File: config.mk
export PLATFORM = sky130hd
export DESIGN_NAME = eth_tx_framer
export DESIGN_NICKNAME = d
export VERILOG_FILES = /design/src/rtl/eth_tx_framer_pkg.sv /design/src/rtl/eth_tx_framer_crc.sv /design/src/rtl/eth_tx_framer.sv
export SDC_FILE = /design/constraint.sdc
export NUM_CORES = 1
export LEC_CHECK = 0
export CORE_ASPECT_RATIO = 1.5
export CORE_MARGIN = 4
export CORE_UTILIZATION = 55
export DETAILED_ROUTE_END_ITERATION = 8
export DONT_BUFFER_PORTS = 1
export PLACE_DENSITY_LB_ADDON = 0.05
export RECOVER_POWER = 100
export SYNTH_ARGS = -nofsm -noshare
export SYNTH_HDL_FRONTEND = slang
export SYNTH_SLANG_ARGS = --single-unit
File: constraint.sdc
create_clock -name clk -period 3.1 [get_ports clk]
set_input_delay 0.93 -clock clk [delete_from_list [all_inputs] [get_ports clk]]
set_output_delay 0.93 -clock clk [all_outputs]
set_load 0.05 [all_outputs]
File: src/rtl/eth_tx_framer_pkg.sv
// Shared definitions for the Ethernet transmit framer: FSM encoding, framing
// byte constants and the reflected CRC-32 byte update.
package eth_tx_framer_pkg;

  typedef enum logic [2:0] {
    ST_IDLE, ST_PRE, ST_SFD, ST_DATA, ST_PAD, ST_FCS, ST_IPG, ST_DROP
  } state_t;

  localparam logic [7:0]  PREAMBLE_BYTE = 8'h55;
  localparam logic [7:0]  SFD_BYTE      = 8'hD5;
  localparam logic [7:0]  PAD_BYTE      = 8'h00;
  localparam logic [31:0] CRC_POLY      = 32'hEDB88320;
  // Register value left after a frame plus its own FCS has been shifted in.
  localparam logic [31:0] CRC_RESIDUE   = 32'hDEBB20E3;

  function automatic logic [31:0] crc32_byte(input logic [31:0] crc, input logic [7:0] d);
    logic [31:0] c;
    c = crc ^ {24'h000000, d};
    for (int i = 0; i < 8; i++) begin
      c = c[0] ? ((c >> 1) ^ CRC_POLY) : (c >> 1);
    end
    return c;
  endfunction

endpackage

File: src/rtl/eth_tx_framer_crc.sv
// Byte-wide Ethernet CRC-32 (LSB-first); crc_out is the complemented register,
// whose low byte is transmitted first.
module eth_crc
  import eth_tx_framer_pkg::*;
(
  input  logic        clk,
  input  logic        rst,
  input  logic        en_in,
  input  logic [7:0]  d_in,
  output logic [31:0] crc_out,
  output logic        crc_ok
);

  logic [31:0] crc_q;

  always_ff @(posedge clk or posedge rst) begin
    if (rst) begin
      crc_q <= 32'hFFFFFFFF;
    end else if (en_in) begin
      crc_q <= crc32_byte(crc_q, d_in);
    end
  end

  assign crc_out = ~crc_q;
  assign crc_ok  = (crc_q == CRC_RESIDUE);

endmodule

File: src/rtl/eth_tx_framer.sv
// Ethernet transmit framer: preamble/SFD, payload pass-through, zero padding,
// FCS append, inter-packet gap and underrun drop handling.
module eth_tx_framer
  import eth_tx_framer_pkg::*;
#(
  parameter int PRE_LEN = 7,
  parameter int MIN_LEN = 60,
  parameter int IPG_LEN = 12
) (
  input  logic       clk,
  input  logic       rst,
  input  logic       in_valid,
  input  logic [7:0] in_data,
  input  logic       in_last,
  output logic       in_ready,
  output logic       out_en,
  output logic [7:0] out_data,
  output logic       busy,
  output logic       underrun
);

  localparam logic [15:0] PRE_END  = 16'(PRE_LEN);
  localparam logic [15:0] MIN_CNT  = 16'(MIN_LEN);
  localparam logic [15:0] IPG_LAST = 16'(IPG_LEN - 1);

  state_t      state;
  logic [15:0] pre_cnt;
  logic [15:0] ipg_cnt;
  logic [15:0] cnt;
  logic [15:0] cnt_inc;
  logic [31:0] fcs_reg;
  logic [2:0]  fcs_idx;
  logic        crc_init;
  logic        crc_rst;
  logic        accept;
  logic        start;
  logic        feed_en;
  logic [7:0]  feed_byte;
  logic [31:0] crc_out;

  // Feed strobe is combinational so the CRC advances on the same edge that
  // loads the byte onto out_data; the FCS then sees the final byte at once.
  always_comb begin
    accept    = in_valid && in_ready;
    cnt_inc   = (cnt == 16'hFFFF) ? cnt : cnt + 16'd1;
    start     = in_valid && ((state == ST_IDLE) || (state == ST_IPG && ipg_cnt == IPG_LAST));
    feed_en   = 1'b0;
    feed_byte = PAD_BYTE;
    if ((state == ST_SFD || state == ST_DATA) && accept) begin
      feed_en   = 1'b1;
      feed_byte = in_data;
    end else if (state == ST_PAD) begin
      feed_en = 1'b1;
    end
  end

  assign crc_rst = rst | crc_init;

  eth_crc u_crc (
    .clk    (clk),
    .rst    (crc_rst),
    .en_in  (feed_en),
    .d_in   (feed_byte),
    .crc_out(crc_out),
    .crc_ok ()
  );

  always_ff @(posedge clk or posedge rst) begin
    if (rst) begin
      state    <= ST_IDLE;
      out_en   <= 1'b0;
      out_data <= 8'h00;
      in_ready <= 1'b0;
      busy     <= 1'b0;
      underrun <= 1'b0;
      cnt      <= 16'd0;
      fcs_reg  <= 32'd0;
      fcs_idx  <= 3'd0;
      pre_cnt  <= 16'd0;
      ipg_cnt  <= 16'd0;
      crc_init <= 1'b0;
    end else begin
      underrun <= 1'b0;
      // The last gap cycle doubles as the first idle cycle so back-to-back
      // frames are separated by exactly IPG_LEN dead cycles.
      if (start) begin
        state    <= ST_PRE;
        out_en   <= 1'b1;
        out_data <= PREAMBLE_BYTE;
        busy     <= 1'b1;
        cnt      <= 16'd0;
        pre_cnt  <= 16'd1;
        fcs_idx  <= 3'd0;
        crc_init <= 1'b1;
      end else begin
        case (state)
          ST_PRE: begin
            if (pre_cnt == PRE_END) begin
              state    <= ST_SFD;
              out_data <= SFD_BYTE;
              in_ready <= 1'b1;
              crc_init <= 1'b0;
            end else begin
              pre_cnt <= pre_cnt + 16'd1;
            end
          end
          ST_SFD, ST_DATA: begin
            if (accept) begin
              out_data <= in_data;
              cnt      <= cnt_inc;
              if (in_last) begin
                in_ready <= 1'b0;
                state    <= (cnt_inc < MIN_CNT) ? ST_PAD : ST_FCS;
              end else begin
                state <= ST_DATA;
              end
            end else begin
              underrun <= 1'b1;
              out_en   <= 1'b0;
              out_data <= 8'h00;
              state    <= ST_DROP;
            end
          end
          ST_PAD: begin
            out_data <= PAD_BYTE;
            cnt      <= cnt_inc;
            if (cnt_inc >= MIN_CNT) state <= ST_FCS;
          end
          ST_FCS: begin
            fcs_idx <= fcs_idx + 3'd1;
            case (fcs_idx)
              3'd0: begin
                out_data <= crc_out[7:0];
                fcs_reg  <= crc_out;
              end
              3'd1: out_data <= fcs_reg[15:8];
              3'd2: out_data <= fcs_reg[23:16];
              3'd3: out_data <= fcs_reg[31:24];
              default: begin
                out_en   <= 1'b0;
                out_data <= 8'h00;
                ipg_cnt  <= 16'd0;
                state    <= ST_IPG;
              end
            endcase
          end
          ST_IPG: begin
            if (ipg_cnt == IPG_LAST) begin
              state <= ST_IDLE;
              busy  <= 1'b0;
            end else begin
              ipg_cnt <= ipg_cnt + 16'd1;
            end
          end
          ST_DROP: begin
            if (accept && in_last) begin
              in_ready <= 1'b0;
              ipg_cnt  <= 16'd0;
              state    <= ST_IPG;
            end
          end
          default: state <= ST_IDLE;
        endcase
      end
    end
  end

endmodule

Yosys cells after proc, flatten, opt, wreduce, memory -nomap -nowiden
Index checks and enable logic that the tools add are counted.

word-level totals
  word-level logic and storage cells = 146
  register bits after elaboration = 131
  input bits = 12
  output and inout bits = 12

cells by class
  multiplexer cells = 57
  $lt $le $gt $ge = 2
  reductions and logical operators = 31
  add/subtract/negate cells = 4
  equality and inequality tests = 27
  bitwise gates (word level) = 12

operator list
  kind                   count
  $mux 32                8
  $mux 16                9
  $not 13->14            8
  $pmux 8 s4             2
  $add 16x1->16 const B  3
  $pmux 16 s3            1
  $mux 8                 4
  $not 32->32            1
  $pmux 16 s2            1
  $xor 32x8->32          1
  $mux 3                 10
  $mux 1                 19
  $pmux 3 s6             1
  $eq 16x16->1 const B   1
  $eq 16x3->1 const B    1
  $eq 16x4->1 const B    1
  $ge 16x6->1 const B    1
  $lt 16x6->1 const B    1
  $ne 3x3->1 const B     5
  $ne 2x2->1 const B     7
  $eq 3x2->1 const B     4
  $eq 3x3->1 const B     4
  $reduce_bool 3->1      4
  $reduce_and 2->1       5
  other kinds (17)       31

Longest topological paths before layout
Gate-level depths: netlist (run 1).

  word-level depth = 21
  mapped depth = 11
  gate-level depth less buffers = 8

Cells and area by module
Synthesis (run 1) repeated with hierarchy kept, for this count alone.

second synthesis, totals
  cell total of the unflattened synthesis = 760
  area total of the unflattened synthesis = 7223.2 um2

by module, submodules not included
  module         cells an instance  times used  seq. area each (um2)  area an instance (um2)
  eth_tx_framer  552                1           2277.2                5107.4
  eth_crc        208                1           840.8                 2115.8

Worst setup path before layout (run 1)
OpenSTA, ideal clock, no wires.

  kind = input port to flip-flop
  from = in in_valid
  to = reg u_crc.crc_q[21]
  setup slack = 0.618 ns
  setup time = 0.082 ns
  stages on the path = 7
  arrival = 2.400 ns
  path buffers = 1
  cell sequence = buf_4 nand3_4 nor2_1 xnor2_1 xnor3_1 xor2_1 mux2_2

on the way
  cells in the longest elaborated chain, start to end = 16
  elaborated cells on any way between the ends = 18
  those cells by class = mux: 10; bitwise: 6; reduce/logical: 2

ends and longest elaborated chain
  item                          RTL line                 RTL
  start: declaration            eth_tx_framer.sv:12      input logic in_valid,
  $logic_and 1x1->1 *           eth_tx_framer.sv:44      accept = in_valid && in_ready;
  $logic_and 1x1->1 *           eth_tx_framer.sv:49      if ((state == ST_SFD || state == ST_DATA) && accept) begin
  $mux 8                        eth_tx_framer.sv:49
  $xor 32x8->32                 eth_tx_framer_pkg.sv:18  c = crc ^ {24'h000000, d};
  $mux 32 (2 in a row)          eth_tx_framer_pkg.sv:20  c = c[0] ? ((c >> 1) ^ CRC_POLY) : (c >> 1);
  $not 13->14 (no source line)  -
  $mux 32 (2 in a row)          eth_tx_framer_pkg.sv:20
  $not 13->14 (no source line)  -
  $mux 32                       eth_tx_framer_pkg.sv:20
  $not 13->14 (no source line)  -
  $mux 32 (2 in a row)          eth_tx_framer_pkg.sv:20
  $not 13->14 (no source line)  -
  $mux 32                       eth_tx_framer_pkg.sv:20
  end signal: assignment        eth_tx_framer_crc.sv:20  crc_q <= crc32_byte(crc_q, d_in);
  end: declaration              eth_tx_framer_crc.sv:14  logic [31:0] crc_q;

Every way passes the cells marked *; elsewhere a longest branch is shown, timed or not.
A chain may end at the register's enable or synchronous reset.

Worst setup path after layout (run 1)
  from = reg state[2]
  to = reg u_crc.crc_q[18]

on the way
  cells in the longest elaborated chain, start to end = 17
  elaborated cells on any way between the ends = 22
  those cells by class = eq/ne: 3; mux: 11; bitwise: 6; reduce/logical: 2

ends and longest elaborated chain
  item                          RTL line                 RTL
  start: declaration            eth_tx_framer.sv:26      state_t state;
  start signal: assignment      eth_tx_framer.sv:113     state <= (cnt_inc < MIN_CNT) ? ST_PAD : ST_FCS;
  $eq 3x2->1                    eth_tx_framer.sv:49
  $logic_or 1x1->1              eth_tx_framer.sv:49
  $logic_and 1x1->1             eth_tx_framer.sv:49
  $mux 8                        eth_tx_framer.sv:49
  $xor 32x8->32                 eth_tx_framer_pkg.sv:18
  $mux 32 (2 in a row)          eth_tx_framer_pkg.sv:20
  $not 13->14 (no source line)  -
  $mux 32 (2 in a row)          eth_tx_framer_pkg.sv:20
  $not 13->14 (no source line)  -
  $mux 32                       eth_tx_framer_pkg.sv:20
  $not 13->14 (no source line)  -
  $mux 32                       eth_tx_framer_pkg.sv:20
  $not 13->14 (no source line)  -
  $mux 32 (2 in a row)          eth_tx_framer_pkg.sv:20

Parallel ways exist; a longest one is shown, timed or not.

==> impl_results.md, run 1 <==
- WP buf/inv: 2
- Synth Register Bits: 123
- Number of vias per cell: 6.06
- EDFF count, synth: 0
- Switching Power: 4070 uW
- Synth Warn #: 0
- Worst Skew: 0.00919 ns
- Logic pwr share: 46.4%
- XOR/XNOR Fraction of Synth Area: 14.0%
- RSZ-0062 raised after global routing: false
- Mapped cell area: 7120 um^2
- Max reg flops: 32
- Async SR Flop Fraction: 100%
- Clock latency on the worst-skew pair: 0.41 ns
- First-pass GRT wire length: 29,900 um
- # resized after CTS: 0
- Initial antenna violation count: 0
- Layout Nets: 794
- Critical Path RT: 3.44 ns
- Starting Density: 56.6%
- Worst setup SP type: register
- Sw frac: 43.1%
- Post-synthesis simple-gate area fraction: 19.6%
- Mapped Avg Cell Area: 9.23 um^2
- Internal: 5390 uW
- Rows: 50
- Die area: 14,900 um^2
- Worst hold path type: register to register
- Core area: 12,600 um^2
- Synth Area in Adders: 1.76%
- Clk pwr share: 19.7%
- Setup TNS: 0 ns
- Largest family of logic cells by synthesized area: simple AND/OR/NAND/NOR gates
- Number of remaining DRC errors: 0
- Net Count, Synth: 793
- Fin cells: 941
- Area delta synth->final: 9.48%
- CTS buffer count: 17
- Die Y: 147 um
- Critical path's slowest cell: xnor2_1
- Pre-Repair DR Iteration Count: 6
- Clock sink count: 123
- Sequential Power Share: 33.9%
- Worst Path Max Fanout: 8
- Arr. time, crit path: 3.10 ns
- Largest cells by area after synthesis: dfrtp_1 32%, dfstp_2 12%, xnor2_1 6.9%
- Hold Vio Cnt, Final: 0
- Vias in the first global route: 5,665
- Grt total ovfl: 0
- Top Ports: 24
- CP Class: register to register
- Critical path capture point type: register
- Post-Route WL: 18,100 um
- Area leader, netlist: dfrtp_1
- Share of the synthesized area in the top cell type: 32.0%
- Leakage Power: 0.00320 uW
- Final RePlAce weighted congestion: 0.976
- Top FF cell, synth: dfrtp_1
- Worst-path clk slew: 0.06 ns
- HPWL Detailed: 13,500 um
- Final Setup Violations: 0
- Fill cell total of the finished layout: 1,090
- F_max: 362 MHz
- Synthesized instance count: 771
- Routed via count: 5,702
- CTS Hold Buffers Added: 0
- Pwr Density: 1210 nW/um^2
- Worst IR Drop VDD: 856 uV
- Cells along the critical path: inv_1 -> ha_1 -> nand4_1 -> xnor2_1 -> xnor2_1 -> clkbuf_1 -> xnor3_1 -> o21ai_0
- Total track usage: 25.8%
- Mux cell area share after synthesis: 1.20%
- Yosys cell types: 68
- Die W: 101 um
- Top cell by count, worst path: xnor2_1
- H-tree levels: 4
- Count of final max-slew check failures: 69
- Max Cap Violations: 2
- Status: complete, but fails checks
- Post-synthesis sequential area ratio: 43.8%
- Fin crit share: 89.1%
- Cell class contributing the biggest share of worst-path delay: XOR/XNOR gates
- TritonCTS clock tree: done
- Compound-gate portion of the synthesized area: 15.8%
- Share of cells above drive strength 1: 12.1%
- Wire per inst: 19.3 um
- Root Driver: clkbuf_16
- Failing checks: max-capacitance violations, max-slew violations
- Diodes inserted: 0
- Setup bufs post-CTS: 0
- Tmin final: 2.76 ns
- Pin count of the biggest net entering global routing: 49
- Drt initial violations: 344
- Cells after DPL: 909
- Port Buffer Count: 0
- Worst-case clock buffer depth: 2
- Slew margin rel.: -17.6%
- Worst slew pin tran: 1.76 ns
- Post-route ant nets: 0
- Slowest Stage Delay on Critical Path: 0.59 ns
-- cells in the mapped netlist (4+ instances only) --
library cell	count
or3_1	9
buf_4	7
nand4_1	18
buf_2	4
nor4_1	9
o21ai_1	39
mux2i_1	4
mux2_2	4
nand2_1	91
inv_1	20
xnor2_1	56
nand3_1	23
xnor3_1	4
nand2b_1	4
a21oi_1	36
xnor2_2	7
dfstp_2	32
clkbuf_1	30
o31ai_1	6
ha_1	10
o21ai_0	45
nor3_1	18
and3_1	10
xor2_1	31
a31oi_1	9
dfrtp_1	91
nor2_1	76
o22a_1	5
a222oi_1	8
-- power groups by stage --
stage	sequential [uW]	combinational, uW	clock (uW)
after floorplan	2950	3550	0
after global placement	3210	4490	0
after detailed placement	3240	4550	0
after CTS	3210	4580	1900
after global routing	3290	4850	1980
final	3210	4390	1870
-- metrics by stage --
stage	cell area, um^2	hold WS [ns]	utilization [%]	setup WS, ns	power, uW
global route	7790	0.501	62.0	0.154	10100
floorplan	7120	0.448	-	0.618	6500
detailed placement	7340	0.473	58.4	0.513	7790
finish	7790	0.484	62.0	0.337	9460
CTS	7910	0.485	62.9	0.501	9700
global placement	7340	0.461	58.4	0.478	7700
-- layout by cell type, fill, tap and decap left out, types with 5 or more instances in the layout --
| cell type | instances |
|---|---|
| a21oi_1 | 36 |
| a222oi_1 | 8 |
| a31oi_1 | 9 |
| and3_1 | 10 |
| buf_4 | 9 |
| clkbuf_1 | 14 |
| clkbuf_16 | 19 |
| clkinv_4 | 5 |
| dfrtp_1 | 91 |
| dfstp_2 | 32 |
| ha_1 | 10 |
| inv_1 | 19 |
| nand2_1 | 91 |
| nand3_1 | 23 |
| nand4_1 | 19 |
| nor2_1 | 76 |
| nor3_1 | 18 |
| nor4_1 | 9 |
| o21ai_0 | 65 |
| o21ai_1 | 19 |
| o22a_1 | 5 |
| o31ai_1 | 6 |
| or3_1 | 9 |
| xnor2_1 | 60 |
| xor2_1 | 31 |
-- per-layer routing --
metal	vias up	GRT usage, %	share of wire (%)
li1	2726	-	-
met1	2766	30.4	39
met2	169	44.1	53
met3	41	5.70	4.8
met4	0	11.5	3.6
met5	-	0	0
-- worst paths after layout --
kind,start,to,depth (start not counted),slack (ns)
min in group asynchronous,rst,fcs_reg[12],1,0.80
worst min-delay path,ipg_cnt[15],ipg_cnt[15],1,0.48
max in group asynchronous,rst,fcs_reg[19],2,0.75
worst max-delay path,state[2],u_crc.crc_q[18],8,0.34
worst max register to register,state[2],u_crc.crc_q[18],8,0.34
worst min register to register,ipg_cnt[15],ipg_cnt[15],1,0.48
-- area by class of cell --
cell class / count / area, um^2 / share of cell area [%]
Clock buffer: 21 / 483 / 6.20
Clock inverter: 11 / 82.6 / 1.06
Inverter: 22 / 83.8 / 1.08
Multi-Input combinational cell: 584 / 3680 / 47.3
Sequential cell: 123 / 3120 / 40.0
Tap cell: 156 / 195 / 2.51
Timing Repair Buffer: 24 / 143 / 1.83
-- cells by family (layout without fill, tap and decap cells) --
family                   Yosys count  in the layout
adder cells (fa/ha/maj)           10             10
multiplexers                       8              8
AO/OA/AOI/OAI                    182            182
buffers and inverters             64             78
XOR/XNOR                          99             99
AND/OR/NAND/NOR                  285            285
flip-flops                       123            123
-- worst register-to-register path, delay by kind of cell, from the launching register on --
kind | cells | cell delay, ns
flops | 1 | 0.37
fa+ha+maj | 1 | 0.38
compound gates | 1 | 0.16
xor+xnor | 3 | 1.06
buf+inv | 2 | 0.48
simple gates | 1 | 0.24
No activity file was read; power rests on OpenSTA's default activity.
==> run 2: changes to the inputs <==
--- a/config.mk
+++ b/config.mk
@@ -7,7 +7,7 @@
 export LEC_CHECK = 0
 export CORE_ASPECT_RATIO = 1.5
 export CORE_MARGIN = 4
-export CORE_UTILIZATION = 55
+export CORE_UTILIZATION = 58
 export DETAILED_ROUTE_END_ITERATION = 8
 export DONT_BUFFER_PORTS = 1
 export PLACE_DENSITY_LB_ADDON = 0.05
==> run 2 against run 1 <==
The flow still finishes with violations (max-capacitance violations, max-slew violations). Die area fell by 4.8%. Sequential share of layout area up 0.077 points. Fmax decreased by 2.0%. Clock-buffer cell count is 2 lower. Largest cell class unchanged.
==> impl_results.md, run 2 (same netlist as run 1, synthesis figures left out) <==
- Routed via count: 5,768 (+1.2%)
- Worst Skew: 0.0115 ns (+0.00231 ns)
- Final Hold Slack: 0.479 ns (-0.00495 ns)
- Multi-input gate area: 3680 um^2 (about the same)
- Starting Density: 59.2% (+2.6 points)
- Fin util: 64.7% (+2.8 points)
- Initial antenna violation count: 0 (unchanged)
- RSZ-0062 raised after global routing: false
- Worst-path clk slew: 0.06 ns (about the same)
- # resized after CTS: 0 (unchanged)
- Tmin final: 2.82 ns (+0.0578 ns)
- Pwr Density: 1230 nW/um^2 (+1.0%)
- Rows: 49 (-2.0%)
- Leakage Power: 0.00321 uW (+0.36%)
- Die W: 98.4 um (-2.4%)
- Core area: 12,000 um^2 (-4.4%)
- Fin crit share: 91.0% (+1.9 points)
- Arr. time, crit path: 3.16 ns (+0.06 ns)
- Worst-case clock buffer depth: 2 (unchanged)
- Grt total ovfl: 0 (unchanged)
- Worst slew pin tran: 2.06 ns (+0.297 ns)
- Area delta synth->final: 9.27%
- Die area: 14,100 um^2 (-4.8%)
- Port Buffer Count: 0 (unchanged)
- Post-route ant nets: 0 (unchanged)
- First-pass GRT wire length: 29,100 um (-2.6%)
- Worst setup SP type: register
- TritonCTS clock tree: done
- Worst Path Max Fanout: 10 (+2)
- Vias in the first global route: 5,656 (-0.16%)
- F_max: 355 MHz (-2.0%)
- Switching Power: 4060 uW (-0.44%)
- Top Ports: 24 (unchanged)
- Layout Nets: 791 (-0.38%)
- Post-Route WL: 17,600 um (-3.3%)
- Share of cells above drive strength 1: 12.3% (+0.17 points)
- Final RePlAce weighted congestion: 0.934 (-4.3%)
- Drt initial violations: 401 (+17%)
- Root Driver: clkbuf_16
- CTS buffer count: 17 (unchanged)
- Count of final max-slew check failures: 125 (+81%)
- Sw frac: 42.5% (-0.55 points)
- Most frequent cells in the layout: 91 x nand2_1, 91 x dfrtp_1, 76 x nor2_1
- Number of vias per cell: 6.17 (+1.8%)
- Pre-Repair DR Iteration Count: 7 (+1)
- CTS Hold Buffers Added: 0 (unchanged)
- Register area: 3120 um^2 (unchanged)
- HPWL Detailed: 12,700 um (-6.2%)
- Final Setup Violations: 0 (unchanged)
- Pin count of the biggest net entering global routing: 92 (+88%)
- Clk pwr share: 20.6% (+0.9 points)
- Logic pwr share: 46.1% (-0.3 points)
- Diodes inserted: 0 (unchanged)
- Critical Path RT: 3.44 ns (about the same)
- Setup TNS: 0 ns (unchanged)
- Wire per inst: 18.8 um (-2.7%)
- Number of remaining DRC errors: 0 (unchanged)
- H-tree levels: 4 (unchanged)
- Worst IR Drop VDD: 935 uV (+9.2%)
- Hold Vio Cnt, Final: 0 (unchanged)
- Setup bufs post-CTS: 0 (unchanged)
- Total track usage: 26.1% (+0.29 points)
- Fill cell total of the finished layout: 1,026 (-5.9%)
- Failing checks: max-capacitance violations, max-slew violations
- Worst hold path type: register to register
- Clock sink count: 123 (unchanged)
- Sequential Power Share: 33.3% (-0.6 points)
- Critical path capture point type: register
- Clock latency on the worst-skew pair: 0.42 ns (about the same)
- Internal: 5480 uW (+1.8%)
- Max reg flops: 32 (unchanged)
- Die Y: 144 um (-2.5%)
- Slew margin rel.: -37.4% (-20 points)
- Status: complete, but fails checks
- Max Cap Violations: 2 (unchanged)
- CP Class: register to register
==> run 2: changes by cell type in the layout (fill, tap and decap cells not counted), sizes merged <==
cell    previous run  this run
clkinv             7         4
clkbuf            35        30
inv               24        27
bufinv             0         2
==> run 2: per-stage QoR <==
| stage | setup slack, ns | instance area, um^2 | power (uW) | instances |
|---|---|---|---|---|
| detailed placement | 0.471 | 7300 | 7700 | 903 |
| floorplan | 0.618 | 7120 | 6500 | 771 |
| global route | 0.150 | 7770 | 10200 | 935 |
| finish | 0.280 | 7770 | 9540 | 935 |
| CTS | 0.455 | 7880 | 9720 | 935 |
| global placement | 0.478 | 7300 | 7570 | 903 |
==> run 2: worst paths after layout <==
kind	startpoint	to	slack [ns]	depth (start not counted)
max	in_ready	u_crc.crc_q[16]	0.28	7
min	u_crc.crc_q[26]	u_crc.crc_q[26]	0.48	2
max reg2reg	in_ready	u_crc.crc_q[16]	0.28	7
min reg2reg	u_crc.crc_q[26]	u_crc.crc_q[26]	0.48	2
max in group asynchronous	rst	out_data[5]	0.70	2
min in group asynchronous	rst	pre_cnt[7]	1.15	2
==> run 2: final cells by class <==
type / instances / area share, %
sequential: 123 / 40.1
inverter: 22 / 1.08
clock buffer: 19 / 5.70
clock inverter: 13 / 1.80
timing repair buffer: 21 / 1.50
tap: 153 / 2.46
multi-input combinational: 584 / 47.4
==> run 2: power groups by stage <==
stage	sequential, uW	combinational, uW	clock, uW
detailed placement	3200	4500	0
finish	3180	4400	1960
CTS	3180	4550	1990
global placement	3170	4400	0
floorplan	2950	3550	0
global route	3260	4840	2070
==> run 2: worst max-delay path: stages (launching register included) <==
cell,delay [ns]
dfrtp_1,0.59
clkbuf_1,0.60
nand4_1,0.27
xnor2_1,0.44
clkbuf_1,0.32
xnor2_1,0.14
xnor2_1,0.29
o21ai_1,0.10
==> run 2: routing by layer <==
metal	part of all wire, %	global-route usage, %	vias to the layer above
li1	-	-	2719
met1	39	30.7	2833
met2	51	44.4	168
met3	5.4	6.51	48
met4	4.3	12.8	0
met5	0	0	-
==> run 3: changes to the inputs <==
--- a/config.mk
+++ b/config.mk
@@ -10,6 +10,7 @@
 export CORE_UTILIZATION = 58
 export DETAILED_ROUTE_END_ITERATION = 8
 export DONT_BUFFER_PORTS = 1
+export MAX_ROUTING_LAYER = met4
 export PLACE_DENSITY_LB_ADDON = 0.05
 export RECOVER_POWER = 100
 export SYNTH_ARGS = -nofsm -noshare
==> run 3 against run 2 <==
The run still ends with max-capacitance violations, max-slew violations left. Combinational power barely moved. Fmax rose by 0.51%. Critical path depth up 1. Setup slack better by 0.014 ns. Cell count is 0.11% lower. Clock-buffer cell count is 2 higher. Critical path type unchanged.
==> impl_results.md, run 3 (same netlist as run 1, synthesis figures left out) <==
- Status: complete, but fails checks
- Failing checks: max-capacitance violations, max-slew violations
- Fin area: 7790 um^2 (+0.23%)
- Layout Nets: 790 (-0.13%)
- Arr. time, crit path: 3.14 ns (-0.02 ns)
- Worst Skew: 0.00832 ns (-0.00318 ns)
- Hold path endpoint: u_crc.crc_q[16]
- Clock sink count: 123 (unchanged)
- Reg2reg path depth: 8 (+1)
- Setup bufs post-CTS: 0 (unchanged)
- CTS buffer count: 17 (unchanged)
- Pwr Density: 1220 nW/um^2 (-0.60%)
- Die W: 98.4 um (unchanged)
- Starting Density: 59.2% (unchanged)
- Die area: 14,100 um^2 (unchanged)
- R2r startpoint: state[2]
- Fill cell total of the finished layout: 1,029 (+0.29%)
- Setup TNS: 0 ns (unchanged)
- Core area: 12,000 um^2 (unchanged)
- Worst-case clock buffer depth: 2 (unchanged)
- First-pass GRT wire length: 29,800 um (+2.2%)
- Most frequent cells in the layout: 91 x nand2_1, 91 x dfrtp_1, 76 x nor2_1
- Pre-Repair DR Iteration Count: 5 (-2)
- TritonCTS clock tree: done
- RSZ-0062 raised after global routing: false
- Worst IR Drop VDD: 859 uV (-8.2%)
- Fin crit share: 90.5% (-0.47 points)
- Final Setup Violations: 0 (unchanged)
- Pin count of the biggest net entering global routing: 64 (-30%)
- Initial antenna violation count: 0 (unchanged)
- # resized after CTS: 0 (unchanged)
- Post-route ant nets: 0 (unchanged)
- Critical path capture point type: register
- Post-Route WL: 17,700 um (+1.1%)
- Area delta synth->final: 9.51%
- Diodes inserted: 0 (unchanged)
- F_max: 356 MHz (+0.51%)
- Rows: 49 (unchanged)
- Wire per inst: 19.0 um (+1.2%)
- Max Cap Violations: 1 (-1)
- CP Class: register to register
- Share of cells above drive strength 1: 12.4% (+0.14 points)
- Top Ports: 24 (unchanged)
- Hold path depth: 2 (unchanged)
- Drt initial violations: 325 (-19%)
- Vias in the first global route: 5,884 (+4.0%)
- CTS Hold Buffers Added: 0 (unchanged)
- Root Driver: clkbuf_16
- Worst r2r dst: u_crc.crc_q[26]
- Hold Vio Cnt, Final: 0 (unchanged)
- Worst hold path type: register to register
- R2r setup slk: 0.29 ns (about the same)
- Critical Path RT: 3.43 ns (about the same)
- Hold Startpoint: u_crc.crc_q[16]
- Worst setup SP type: register
- Port Buffer Count: 0 (unchanged)
- Worst slew pin tran: 1.79 ns (-0.272 ns)
- Clock latency on the worst-skew pair: 0.41 ns (about the same)
- Slew margin rel.: -19.2% (+18 points)
- Number of remaining DRC errors: 0 (unchanged)
- Final RePlAce weighted congestion: 0.995 (+6.5%)
- H-tree levels: 4 (unchanged)
- Count of final max-slew check failures: 33 (-74%)
- Routed via count: 5,685 (-1.4%)
- Die Y: 144 um (unchanged)
- HPWL Detailed: 13,000 um (+2.5%)
- Worst Path Max Fanout: 14 (+4)
- Grt total ovfl: 0 (unchanged)
- Post-place instance area: 7290 um^2 (-0.10%)
- Total track usage: 27.5% (+1.4 points)
- Tmin final: 2.81 ns (-0.0144 ns)
- Final Hold Slack: 0.483 ns (+0.00406 ns)
- Leakage Power: 0.00321 uW (about the same)
- Worst-path clk slew: 0.06 ns (about the same)
- Number of vias per cell: 6.09 (-1.3%)
- Max reg flops: 32 (unchanged)
==> run 3: routing by layer <==
metal | part of all wire (%) | global-route usage (%) | up-vias
li1 | - | - | 2726
met1 | 40 | 30.3 | 2783
met2 | 54 | 48.3 | 137
met3 | 3.8 | 5.73 | 39
met4 | 3.0 | 11.4 | 0
met5 | 0 | - | -
==> run 3: power by group <==
part / internal (uW) / total [uW] / switching [uW]
combinational: 1910 / 4380 / 2470
clock: 1170 / 1900 / 730
sequential: 2380 / 3230 / 855
total: 5450 / 9500 / 4050
==> run 3: stage by stage <==
step	util, %	setup WS [ns]	power (uW)	std cells
floorplan	-	0.618	6500	771
global placement	60.7	0.489	7590	902
detailed placement	60.7	0.388	7690	902
CTS	65.4	0.365	9640	934
global route	64.8	0.107	10200	934
finish	64.8	0.294	9500	934
==> run 3: worst max-delay path by stage <==
stage | depth (start not counted) | to | startpoint | slack (ns)
after floorplan | 7 | u_crc.crc_q[21] | in_valid | 0.62
after global placement | 8 | u_crc.crc_q[21] | state[2] | 0.49
after detailed placement | 8 | u_crc.crc_q[21] | state[2] | 0.39
after CTS | 8 | u_crc.crc_q[21] | state[2] | 0.37
after global routing | 9 | ipg_cnt[10] | fcs_idx[0] | 0.11
final | 8 | u_crc.crc_q[26] | state[2] | 0.29
==> run 3: critical path, cell delays in order (launching register included) <==
cell	delay, ns
dfrtp_1	0.57
inv_1	0.15
ha_1	0.35
nand3_4	0.17
nor2_1	0.10
xnor2_1	0.77
xnor2_2	0.23
xnor2_1	0.20
o21ai_1	0.17
==> run 3: layout make-up <==
class / instances / area [um^2] / area share [%]
inverter: 22 / 83.8 / 1.08
clock buffer: 21 / 472 / 6.05
clock inverter: 11 / 92.6 / 1.19
multi-input combinational: 584 / 3710 / 47.6
sequential: 123 / 3120 / 40.0
timing repair buffer: 20 / 129 / 1.65
tap: 153 / 191 / 2.46
